==> config.mk <==
export PLATFORM = sky130hd
export DESIGN_NAME = wb_shared_bus_arb
export DESIGN_NICKNAME = d
export VERILOG_FILES = /design/src/rtl/wb_shared_bus_arb.sv
export SDC_FILE = /design/constraint.sdc
export NUM_CORES = 1
export LEC_CHECK = 0
export ABC_AREA = 1
export BUFFER_PORTS_ARGS = -buffer_cell sky130_fd_sc_hd__buf_2
export CAP_MARGIN = 30
export CORE_AREA = 5 5 198 200
export CTS_CLUSTER_DIAMETER = 80
export DETAILED_ROUTE_END_ITERATION = 6
export DIE_AREA = 0 0 203 205
export GPL_TIMING_DRIVEN = 0
export SKIP_LAST_GASP = 1
export SYNTH_ARGS = -nofsm -noshare
export SYNTH_HDL_FRONTEND = slang
export SYNTH_SLANG_ARGS = --single-unit
==> constraint.sdc <==
create_clock -name clk_i -period 4.1 [get_ports clk_i]
set_input_delay 0.82 -clock clk_i [delete_from_list [all_inputs] [get_ports clk_i]]
set_output_delay 0.82 -clock clk_i [all_outputs]
set_load 0.01 [all_outputs]
==> src/rtl/wb_shared_bus_arb.sv <==
// rtl/wb_shared_bus_arb.sv - Wishbone shared-bus interconnect, round-robin arbitration, address-field decode
// Define WB_SHARED_BUS_TIMEOUT_EN to error-terminate transactions that see no ack within TIMEOUT BUSY cycles.
module wb_shared_bus_arb #(
  parameter int NUM_MASTERS = 2,
  parameter int NUM_SLAVES  = 8,
  parameter int DW          = 32,
  parameter int AW          = 32,
  parameter int SEL_LO      = 28,
  parameter int TIMEOUT     = 255
) (
  input  logic                        clk_i,
  input  logic                        rst_ni,
  input  logic [NUM_MASTERS*AW-1:0]   m_adr_i,
  input  logic [NUM_MASTERS*DW-1:0]   m_dat_i,
  input  logic [NUM_MASTERS*DW/8-1:0] m_sel_i,
  input  logic [NUM_MASTERS-1:0]      m_we_i,
  input  logic [NUM_MASTERS-1:0]      m_stb_i,
  output logic [DW-1:0]               m_dat_o,
  output logic [NUM_MASTERS-1:0]      m_ack_o,
  output logic [NUM_MASTERS-1:0]      m_err_o,
  output logic [AW-1:0]               s_adr_o,
  output logic [DW-1:0]               s_dat_o,
  output logic [DW/8-1:0]             s_sel_o,
  output logic                        s_we_o,
  output logic [NUM_SLAVES-1:0]       s_stb_o,
  input  logic [NUM_SLAVES*DW-1:0]    s_dat_i,
  input  logic [NUM_SLAVES-1:0]       s_ack_i,
  output logic [NUM_MASTERS-1:0]      grant_o,
  output logic                        busy_o
);

  localparam int SW = (NUM_SLAVES > 1) ? $clog2(NUM_SLAVES) : 1;
  localparam int MW = (NUM_MASTERS > 1) ? $clog2(NUM_MASTERS) : 1;
  localparam logic [SW:0] NS_LIM = (SW+1)'(NUM_SLAVES);

  typedef enum logic {IDLE, BUSY} state_t;

  state_t        state_q, state_d;
  logic [MW-1:0] g_q, g_d, last_q, last_d;
  logic [MW-1:0] pick, cand;
  logic          found;
  logic [AW-1:0] adr_g;
  logic [SW-1:0] idx;
  logic          mapped, stb_g, timeout_hit;

  assign adr_g  = m_adr_i[g_q*AW +: AW];
  assign stb_g  = m_stb_i[g_q];
  assign mapped = ({1'b0, idx} < NS_LIM);

  // A single slave has no select field: everything maps to slave 0.
  if (NUM_SLAVES > 1) begin : g_dec
    assign idx = adr_g[SEL_LO +: SW];
  end else begin : g_dec_single
    assign idx = '0;
  end

`ifdef WB_SHARED_BUS_TIMEOUT_EN
  logic [15:0] timer_q;

  // Held at zero in IDLE so every BUSY entry starts a fresh count.
  always_ff @(posedge clk_i or negedge rst_ni) begin
    if (!rst_ni)              timer_q <= '0;
    else if (state_q == IDLE) timer_q <= '0;
    else                      timer_q <= timer_q + 16'd1;
  end

  assign timeout_hit = (timer_q == 16'(TIMEOUT - 1));
`else
  assign timeout_hit = 1'b0;
`endif

  // Round-robin search starting just after the last master served.
  always_comb begin
    found = 1'b0;
    pick  = last_q;
    cand  = '0;
    for (int i = 1; i <= NUM_MASTERS; i++) begin
      cand = MW'((int'(last_q) + i) % NUM_MASTERS);
      if (!found && m_stb_i[cand]) begin
        found = 1'b1;
        pick  = cand;
      end
    end
  end

  always_ff @(posedge clk_i or negedge rst_ni) begin
    if (!rst_ni) begin
      state_q <= IDLE;
      g_q     <= '0;
      last_q  <= MW'(NUM_MASTERS - 1);
    end else begin
      state_q <= state_d;
      g_q     <= g_d;
      last_q  <= last_d;
    end
  end

  always_comb begin
    state_d = state_q;
    g_d     = g_q;
    last_d  = last_q;
    m_dat_o = '0;
    m_ack_o = '0;
    m_err_o = '0;
    s_adr_o = '0;
    s_dat_o = '0;
    s_sel_o = '0;
    s_we_o  = 1'b0;
    s_stb_o = '0;
    grant_o = '0;
    busy_o  = 1'b0;
    case (state_q)
      IDLE: begin
        if (found) begin
          state_d = BUSY;
          g_d     = pick;
        end
      end
      BUSY: begin
        busy_o       = 1'b1;
        grant_o[g_q] = 1'b1;
        s_adr_o      = adr_g;
        s_dat_o      = m_dat_i[g_q*DW +: DW];
        s_sel_o      = m_sel_i[g_q*(DW/8) +: DW/8];
        s_we_o       = m_we_i[g_q];
        if (mapped) m_dat_o = s_dat_i[idx*DW +: DW];
        if (mapped && stb_g && !timeout_hit) s_stb_o[idx] = 1'b1;
        state_d = IDLE;
        last_d  = g_q;
        if (!stb_g) begin
          // abort: silent return to IDLE
        end else if (!mapped) begin
          m_err_o[g_q] = 1'b1;
        end else if (s_ack_i[idx]) begin
          m_ack_o[g_q] = 1'b1;
        end else if (timeout_hit) begin
          m_err_o[g_q] = 1'b1;
        end else begin
          state_d = BUSY;
          last_d  = last_q;
        end
      end
      default: state_d = IDLE;
    endcase
  end

endmodule

==> results of run 1 <==
[per-layer routing]
layer / up-vias / routed length [um]
met5: - / 0
met4: 0 / 1290
met3: 61 / 2220
met2: 430 / 14800
met1: 3126 / 13400
li1: 3311 / -
[cells by family after synthesis]
logic type,after synthesis
AOI/OAI and AO/OA,134
buffers and inverters,80
DFF,3
other,1
and+or+nand+nor,446
[metrics by stage]
step / total power [W] / worst slack (ns)
global placement: 0.00420 / 0.547
detailed placement: 0.00424 / 0.540
global route: 0.00472 / 0.471
floorplan: 0.00244 / 1.52
CTS: 0.00441 / 0.533
finish: 0.00434 / 0.618
[sequential cells by signal (all words and copies together) (netlist names)]
register / flops
g_q: 1
last_q: 1
state_q: 1
[placed cells by master (no fill, tap or decap), drive strengths merged, types with 2 or more instances in the layout]
| cell | n |
|---|---|
| a211oi | 32 |
| inv | 19 |
| nor3 | 10 |
| nor2 | 11 |
| a21oi | 32 |
| nand2 | 322 |
| buf | 570 |
| conb | 2 |
| clkbuf | 14 |
| a22o | 66 |
| nand3 | 103 |
| o21ai | 2 |
| dfrtp | 2 |
[cell usage after synthesis]
cell type | number | share of area (%)
a211oi_1 | 3 | 0.64
a211oi_2 | 29 | 10
a21oi_1 | 32 | 4.6
a22o_1 | 66 | 16
a32o_1 | 1 | 0.29
buf_2 | 36 | 5.1
buf_4 | 12 | 2.6
buf_6 | 3 | 0.96
clkbuf_1 | 10 | 1.1
conb_1 | 1 | 0.11
dfrtp_1 | 2 | 1.4
dfstp_2 | 1 | 0.75
inv_1 | 16 | 1.7
inv_2 | 3 | 0.32
nand2_1 | 316 | 34
nand2_2 | 5 | 0.89
nand2_4 | 1 | 0.32
nand3_1 | 103 | 15
nor2_1 | 6 | 0.64
nor2_2 | 2 | 0.36
nor2_4 | 3 | 0.96
nor3_1 | 10 | 1.4
o21ai_0 | 2 | 0.29
o21bai_1 | 1 | 0.21
[final cells by class]
cell class	instances	area share, %
inverter	19	1.05
tap	474	8.74
sequential	3	1.13
clock buffer	4	1.16
buffer	61	5.04
multi-input combinational	582	44.5
antenna	1	0.0369
timing repair buffer	519	38.3
[final timing paths]
| kind | endpoint | startpoint | slack [ns] | cells after the start |
|---|---|---|---|---|
| setup / recovery | m_dat_o[3] | m_adr_i[60] | 0.62 | 10 |
| hold / removal | state_q | rst_ni | 0.39 | 1 |
| setup reg to reg | state_q | g_q | 2.05 | 9 |
| hold reg to reg | last_q | last_q | 0.49 | 2 |
| max in group asynchronous | last_q | rst_ni | 3.52 | 1 |
| min in group clk_i | last_q | last_q | 0.49 | 2 |
[power breakdown]
| part | total (W) | switching [W] | leakage (nW) | internal (W) |
|---|---|---|---|---|
| Sequential | 0.0000663 | 0.0000177 | 0.0342 | 0.0000485 |
| Clock | 0.000154 | 0.0000256 | 0.0382 | 0.000128 |
| Combinational | 0.00412 | 0.00269 | 3.86 | 0.00143 |
| Total | 0.00434 | 0.00273 | 3.93 | 0.00161 |
==> results.cfg, run 1 <==
[pwr]
vdd_drop_max_uv = 220
power_density_nw_per_um2 = 640
p_leak_nw = 3.93

[final_layout]
finish.utilization_pct = 18.2
final_nets = 1595
design_area_sq_um = 6780
layout-area-overhead-vs-synth_pct = 93.4
fillers = 4356
layout.cells.non_filler = 1663
final-seq-area_sq_um = 76.3
drive_above_1_share_pct = 51.9
multi_input_area_sq_um = 3020

[clock_network]
cts_sinks = 3
cts_buffers = 3
post-cts-setup-buffers = 0
cts-root-buf = clkbuf_16
cts_tree = done
cts-resized-gates = 0
insertion_delay_ns = 0.22
clk_pin_slew_ns = 0.03
htreeDepth = 1
cts_buffer_depth = 2
ctsHoldBuffers = 0

[setup_path]
crit_slowest_cell = buf_4
arrival_ns = 2.66
slowest_delay_ns = 0.32
critical_path_buf_inv_count = 4
critical_path.cell_chain = buf_2 -> nand2_1 -> nand2_2 -> buf_4 -> buf_2 -> nand2_1 -> nand3_1 -> nand2_1 -> a211oi_2 -> buf_2
critPathLaunchType = primary input
critPathKind = primary input to output port
end_kind = output port
crit_required_ns = 3.28
path_delay_family = buffers and inverters
path_max_fanout = 11

[sta]
setup_viol = 0
max_slew_margin_pct = 58.3
rsz0062_at_grt = false
fin_skew_ns = 0.00205
fin_crit_sh_pct = 84.9
drv_slew = 0
timing.fmax_ghz = 0.287
worstMarginPinSlew_ns = 0.625
hold_ws_ns = 0.386
tns_ns = 0
finalWorstPathRequiredPeriod_ns = 3.48
finalHoldViolCount = 0

[floorplanning]
start_util_pct = 9.42
coreArea_sq_um = 37200
io_pins = 522
die_w_um = 203
die_area_sq_um = 41600
die_height_um = 205
rows = 71

[global_routing]
grt_max_degree = 11
gr-total-overflow = 0
met3_usage_pct = 2.09
busiest_layer = met2
grt_pass1_vias = 6990
grt_pass1_wl_mm = 43.4
antenna_found_initial = 4
grt_use_met2_pct = 23.4
gr-usage-all-layers_pct = 13.7
grt_util_met1_pct = 17.5

[synth]
seq_area_frac_synth_pct = 2.18
yosysWarnings = 0
netlist_area_sq_um = 3510
synth_top_family_by_area = simple AND/OR/NAND/NOR gates
synth-simple-area-share_pct = 53.1
synth_mux_area_share_pct = 0
ys_seq_elements = 3
synth_cells = 664
synth_cell_type_count = 24
synthAdderAreaFrac_pct = 0
synth-xor-area-share_pct = 0
syn_avg_cell_area_sq_um = 5.28
synth_compound_area_share_pct = 32.8

[drt]
vias = 6928
drtIter0Drc = 503
drt_pass1_iterations = 7
viasPerCell = 4.17
wl_per_cell_um = 19.1
remaining_drc_errors = 0
ant_nets = 0
routed_wl_mm = 31.7

[placed_design]
hpwlAfterDp_mm = 27.5
gp_congestion = 0.907
port_buffers = 519
post_dp_cell_area_sq_um = 6700
dp_cells = 1658

[hold_path]
hp-class = primary input to asynchronous set/reset pin

[job]
drv_cap = 0

[run_status]
status = completed
Power figures use the tool's default switching activity.
==> run 2: changes to the inputs <==
--- a/config.mk
+++ b/config.mk
@@ -8,10 +8,10 @@
 export ABC_AREA = 1
 export BUFFER_PORTS_ARGS = -buffer_cell sky130_fd_sc_hd__buf_2
 export CAP_MARGIN = 30
-export CORE_AREA = 5 5 198 200
+export CORE_AREA = 5 5 199 201
 export CTS_CLUSTER_DIAMETER = 80
 export DETAILED_ROUTE_END_ITERATION = 6
-export DIE_AREA = 0 0 203 205
+export DIE_AREA = 0 0 204 206
 export GPL_TIMING_DRIVEN = 0
 export SKIP_LAST_GASP = 1
 export SYNTH_ARGS = -nofsm -noshare
==> constraint.sdc (replaced) <==
create_clock -name clk_i -period 3.6 [get_ports clk_i]
set_input_delay 0.72 -clock clk_i [delete_from_list [all_inputs] [get_ports clk_i]]
set_output_delay 0.72 -clock clk_i [all_outputs]
set_load 0.01 [all_outputs]
==> results.cfg, run 2 (synthesis results as in run 1) <==
[floorplanning]
rows = 71
die_area_sq_um = 42000
io_pins = 522
die_height_um = 206
die_w_um = 204
coreArea_sq_um = 37400
start_util_pct = 9.38

[final_layout]
fillers = 4315
final_nets = 1595
drive_above_1_share_pct = 51.9
most-common-layout-cells = buf_2 (555), nand2_1 (316), nand3_1 (103)
reg.largest.list = g_q (1), last_q (1), state_q (1)
multi_input_area_sq_um = 3020
antennaDiodeCount = 0
final-seq-area_sq_um = 76.3
layout-area-overhead-vs-synth_pct = 94.6
final_common_cell = buf_2

[drt]
wl_per_cell_um = 18.7
routed_wl_mm = 31.8
ant_nets = 0
viasPerCell = 4.13
vias = 7018
remaining_drc_errors = 0
drt_pass1_iterations = 5
drtIter0Drc = 474

[clock_network]
ctsHoldBuffers = 0
cts-resized-gates = 0
cts_buffer_depth = 2
cts_buffers = 3
clk_pin_slew_ns = 0.03
htreeDepth = 1
insertion_delay_ns = 0.22
cts_tree = done
cts-root-buf = clkbuf_16
cts_sinks = 3
post-cts-setup-buffers = 0

[setup_path]
arrival_ns = 2.65
slowest_delay_ns = 0.47
path_delay_family = buffers and inverters
end_kind = output port
critPathLaunchType = flop
r2r-start = g_q
crit_slowest_cell = dfrtp_1
crit_start = g_q
critical_path.cell_chain = inv_2 -> nand2_1 -> nand2_2 -> buf_4 -> buf_4 -> nand2_1 -> nand3_1 -> nand2_1 -> a211oi_1 -> buf_2
critPathKind = flop to output port
critical_path_buf_inv_count = 4
path_max_fanout = 10
crit_top_cell = nand2_1
crit_required_ns = 2.88

[sta]
max_slew_margin_pct = 59.1
drv_slew = 0
timing.fmax_ghz = 0.297
tns_ns = 0
rsz0062_at_grt = false
setup_ws_ns = 0.231
fin_skew_ns = 0.00277
fin_crit_sh_pct = 93.6
finalHoldViolCount = 0
finalWorstPathRequiredPeriod_ns = 3.37
worstMarginPinSlew_ns = 0.613
setup_viol = 0

[pwr]
power_density_nw_per_um2 = 721
p_leak_nw = 3.93
vdd_drop_max_uv = 209
power.total_w = 0.00492

[global_routing]
grt_pass1_vias = 6963
gr-usage-all-layers_pct = 13.4
grt_max_degree = 11
antenna_found_initial = 2
gr-total-overflow = 0
grt_pass1_wl_mm = 42.5

[job]
drv_cap = 0

[placed_design]
pre_cts_slack_ns = 0.202
port_buffers = 519
gp_congestion = 0.871
hpwlAfterDp_mm = 27.4

[run_status]
status = completed

[hold_path]
hp-class = primary input to asynchronous set/reset pin
## run 2: layout make-up
| type | instances | share of cell area [%] |
|---|---|---|
| Buffer | 61 | 5.00 |
| Clock buffer | 4 | 1.15 |
| Inverter | 19 | 1.04 |
| Multi-Input combinational cell | 582 | 44.3 |
| Sequential cell | 3 | 1.12 |
| Tap cell | 511 | 9.37 |
| Timing Repair Buffer | 519 | 38.0 |
## run 2: final timing paths
kind | to | slack (ns) | cells after the start
min in group clk_i | last_q | 0.48 | 2
max reg2reg | last_q | 1.64 | 10
max in group asynchronous | last_q | 3.11 | 1
max | m_dat_o[31] | 0.23 | 10
min reg2reg | last_q | 0.48 | 2
min | state_q | 0.29 | 1
## run 2: layer usage
metal / share of wire, % / wire, um / track usage, % / vias up
met4: 3.0 / 944 / 3.42 / 0
li1: - / - / - / 3314
met5: 0 / 0 / 0 / -
met1: 43 / 13800 / 18.1 / 3199
met2: 46 / 14500 / 22.3 / 455
met3: 7.8 / 2480 / 2.10 / 50
## run 2: through the flow
step                      hold slack [ns]  instance area (sq um)  cells  utilization, %
final                               0.288                   6830   1699            18.3
after global placement              0.480                   6750   1695            18.0
after floorplan                     0.424                   3510    665               -
after global routing                0.294                   6830   1699            18.3
after CTS                           0.290                   6830   1699            18.3
after detailed placement            0.479                   6750   1695            18.0
## run 2: power by group
| group | internal (W) | switching (W) | leakage (nW) |
|---|---|---|---|
| Sequential | 0.0000552 | 0.0000201 | 0.0342 |
| Clock | 0.000146 | 0.0000298 | 0.0382 |
| Combinational | 0.00163 | 0.00304 | 3.86 |
==> run 3: changes to the inputs <==
--- a/config.mk
+++ b/config.mk
@@ -13,6 +13,7 @@
 export DETAILED_ROUTE_END_ITERATION = 6
 export DIE_AREA = 0 0 204 206
 export GPL_TIMING_DRIVEN = 0
+export REMOVE_ABC_BUFFERS = 1
 export SKIP_LAST_GASP = 1
 export SYNTH_ARGS = -nofsm -noshare
 export SYNTH_HDL_FRONTEND = slang
==> results.cfg, run 3 (synthesis results as in run 1) <==
[run_status]
status = completed

[sta]
max_slew_margin_pct = 35.8
finalHoldViolCount = 0
setup_viol = 0
fin_skew_ns = 0.00332
worstMarginPinSlew_ns = 0.964
timing.fmax_ghz = 0.285
rsz0062_at_grt = false
drv_slew = 0
fin_crit_sh_pct = 97.4
finalWorstPathRequiredPeriod_ns = 3.51

[setup_path]
endpoint = m_dat_o[16]
end_kind = output port
crit_required_ns = 2.88
critical_path.cell_chain = inv_2 -> nand2_1 -> nand2_8 -> buf_16 -> nand2_1 -> nand3_1 -> nand2_1 -> a211oi_2 -> buf_2
critPathLaunchType = flop
r2r-start = g_q
crit_start = g_q
slowest_delay_ns = 0.52
crit_slowest_cell = dfrtp_2
rrSetupSlack_ns = 1.40
arrival_ns = 2.79
r2r_end = state_q
crit_top_cell = nand2_1
critPathKind = flop to output port
path_max_fanout = 96
rr_worst_depth = 9

[clock_network]
cts_sinks = 3
cts-resized-gates = 1
htreeDepth = 1
cts_buffers = 3
cts_buffer_depth = 2
post-cts-setup-buffers = 0
cts_tree = done
clk_pin_slew_ns = 0.03
insertion_delay_ns = 0.23
cts-root-buf = clkbuf_16
ctsHoldBuffers = 0

[final_layout]
multi_input_area_sq_um = 3060
most-common-layout-cells = buf_2 (519), nand2_1 (316), nand3_1 (103)
design_area_sq_um = 6720
layout-area-overhead-vs-synth_pct = 91.7
drive_above_1_share_pct = 50.9
final_nets = 1542
final_common_cell = buf_2
final-seq-area_sq_um = 78.8
reg.largest.list = g_q (1), last_q (1), state_q (1)
layout.cells.non_filler = 1647
fillers = 4322

[job]
drv_cap = 0

[drt]
viasPerCell = 4.03
remaining_drc_errors = 0
wl_per_cell_um = 16.6
ant_nets = 0
drt_pass1_iterations = 7
drtIter0Drc = 786
routed_wl_mm = 27.4
vias = 6641

[global_routing]
grt_pass1_vias = 6150
grt_max_degree = 97
antenna_found_initial = 3
gr-usage-all-layers_pct = 11.3
gr-total-overflow = 0
grt_pass1_wl_mm = 37.1

[floorplanning]
die_w_um = 204
die_area_sq_um = 42000
io_pins = 522
rows = 71
start_util_pct = 9.38
coreArea_sq_um = 37400
die_height_um = 206

[pwr]
p_leak_nw = 3.78
vdd_drop_max_uv = 497
power_density_nw_per_um2 = 697

[placed_design]
port_buffers = 519
hpwlAfterDp_mm = 23.0
dp_cells = 1641
post_dp_cell_area_sq_um = 6600
gp_congestion = 0.870

[hold_path]
hp-class = primary input to asynchronous set/reset pin
==> run 3: per-stage QoR <==
stage | hold WS [ns] | worst slack [ns] | setup TNS (ns) | utilization (%) | power, W
2_1_floorplan | 0.424 | -0.902 | -60.02 | - | 0.00257
3_3_place_gp | 0.491 | -2.87 | -213.19 | 17.1 | 0.00436
5_1_grt | 0.284 | 0.00200 | 0 | 18.0 | 0.00512
6_report | 0.281 | 0.0949 | 0 | 18.0 | 0.00469
3_5_place_dp | 0.488 | 0.178 | 0 | 17.7 | 0.00450
4_1_cts | 0.282 | 0.108 | 0 | 17.9 | 0.00470
==> run 3: how the worst min path moves through the flow <==
stage	endpoint	slack, ns
floorplan	g_q	0.42
global placement	last_q	0.49
detailed placement	last_q	0.49
CTS	g_q	0.28
global route	g_q	0.28
finish	g_q	0.28
==> run 3: worst max-delay path, delay by kind of cell (launching register included) <==
family	cells	cell delay (ns)
DFF	1	0.52
and+or+nand+nor	5	0.90
AOI/OAI and AO/OA	1	0.33
buffers and inverters	3	0.64
==> run 3: area by class of cell <==
type | count | area share, %
Antenna cell | 1 | 0.0372
Clock buffer | 4 | 1.17
Inverter | 19 | 1.06
Multi-Input combinational cell | 582 | 45.5
Sequential cell | 3 | 1.17
Tap cell | 511 | 9.51
Timing Repair Buffer | 527 | 41.6
==> run 3: per-layer routing <==
metal,track usage (%),up-vias,wire length (um)
met2,18.0,350,12800
li1,-,3205,-
met1,15.7,3054,11400
met3,2.98,28,2950
met5,0,-,16
met4,1.22,4,275
==> run 3: where the power goes <==
group	total (W)	switching (W)	internal (W)
registers	0.000132	0.0000753	0.0000567
logic	0.00437	0.00276	0.00161
clock network	0.000180	0.0000331	0.000146
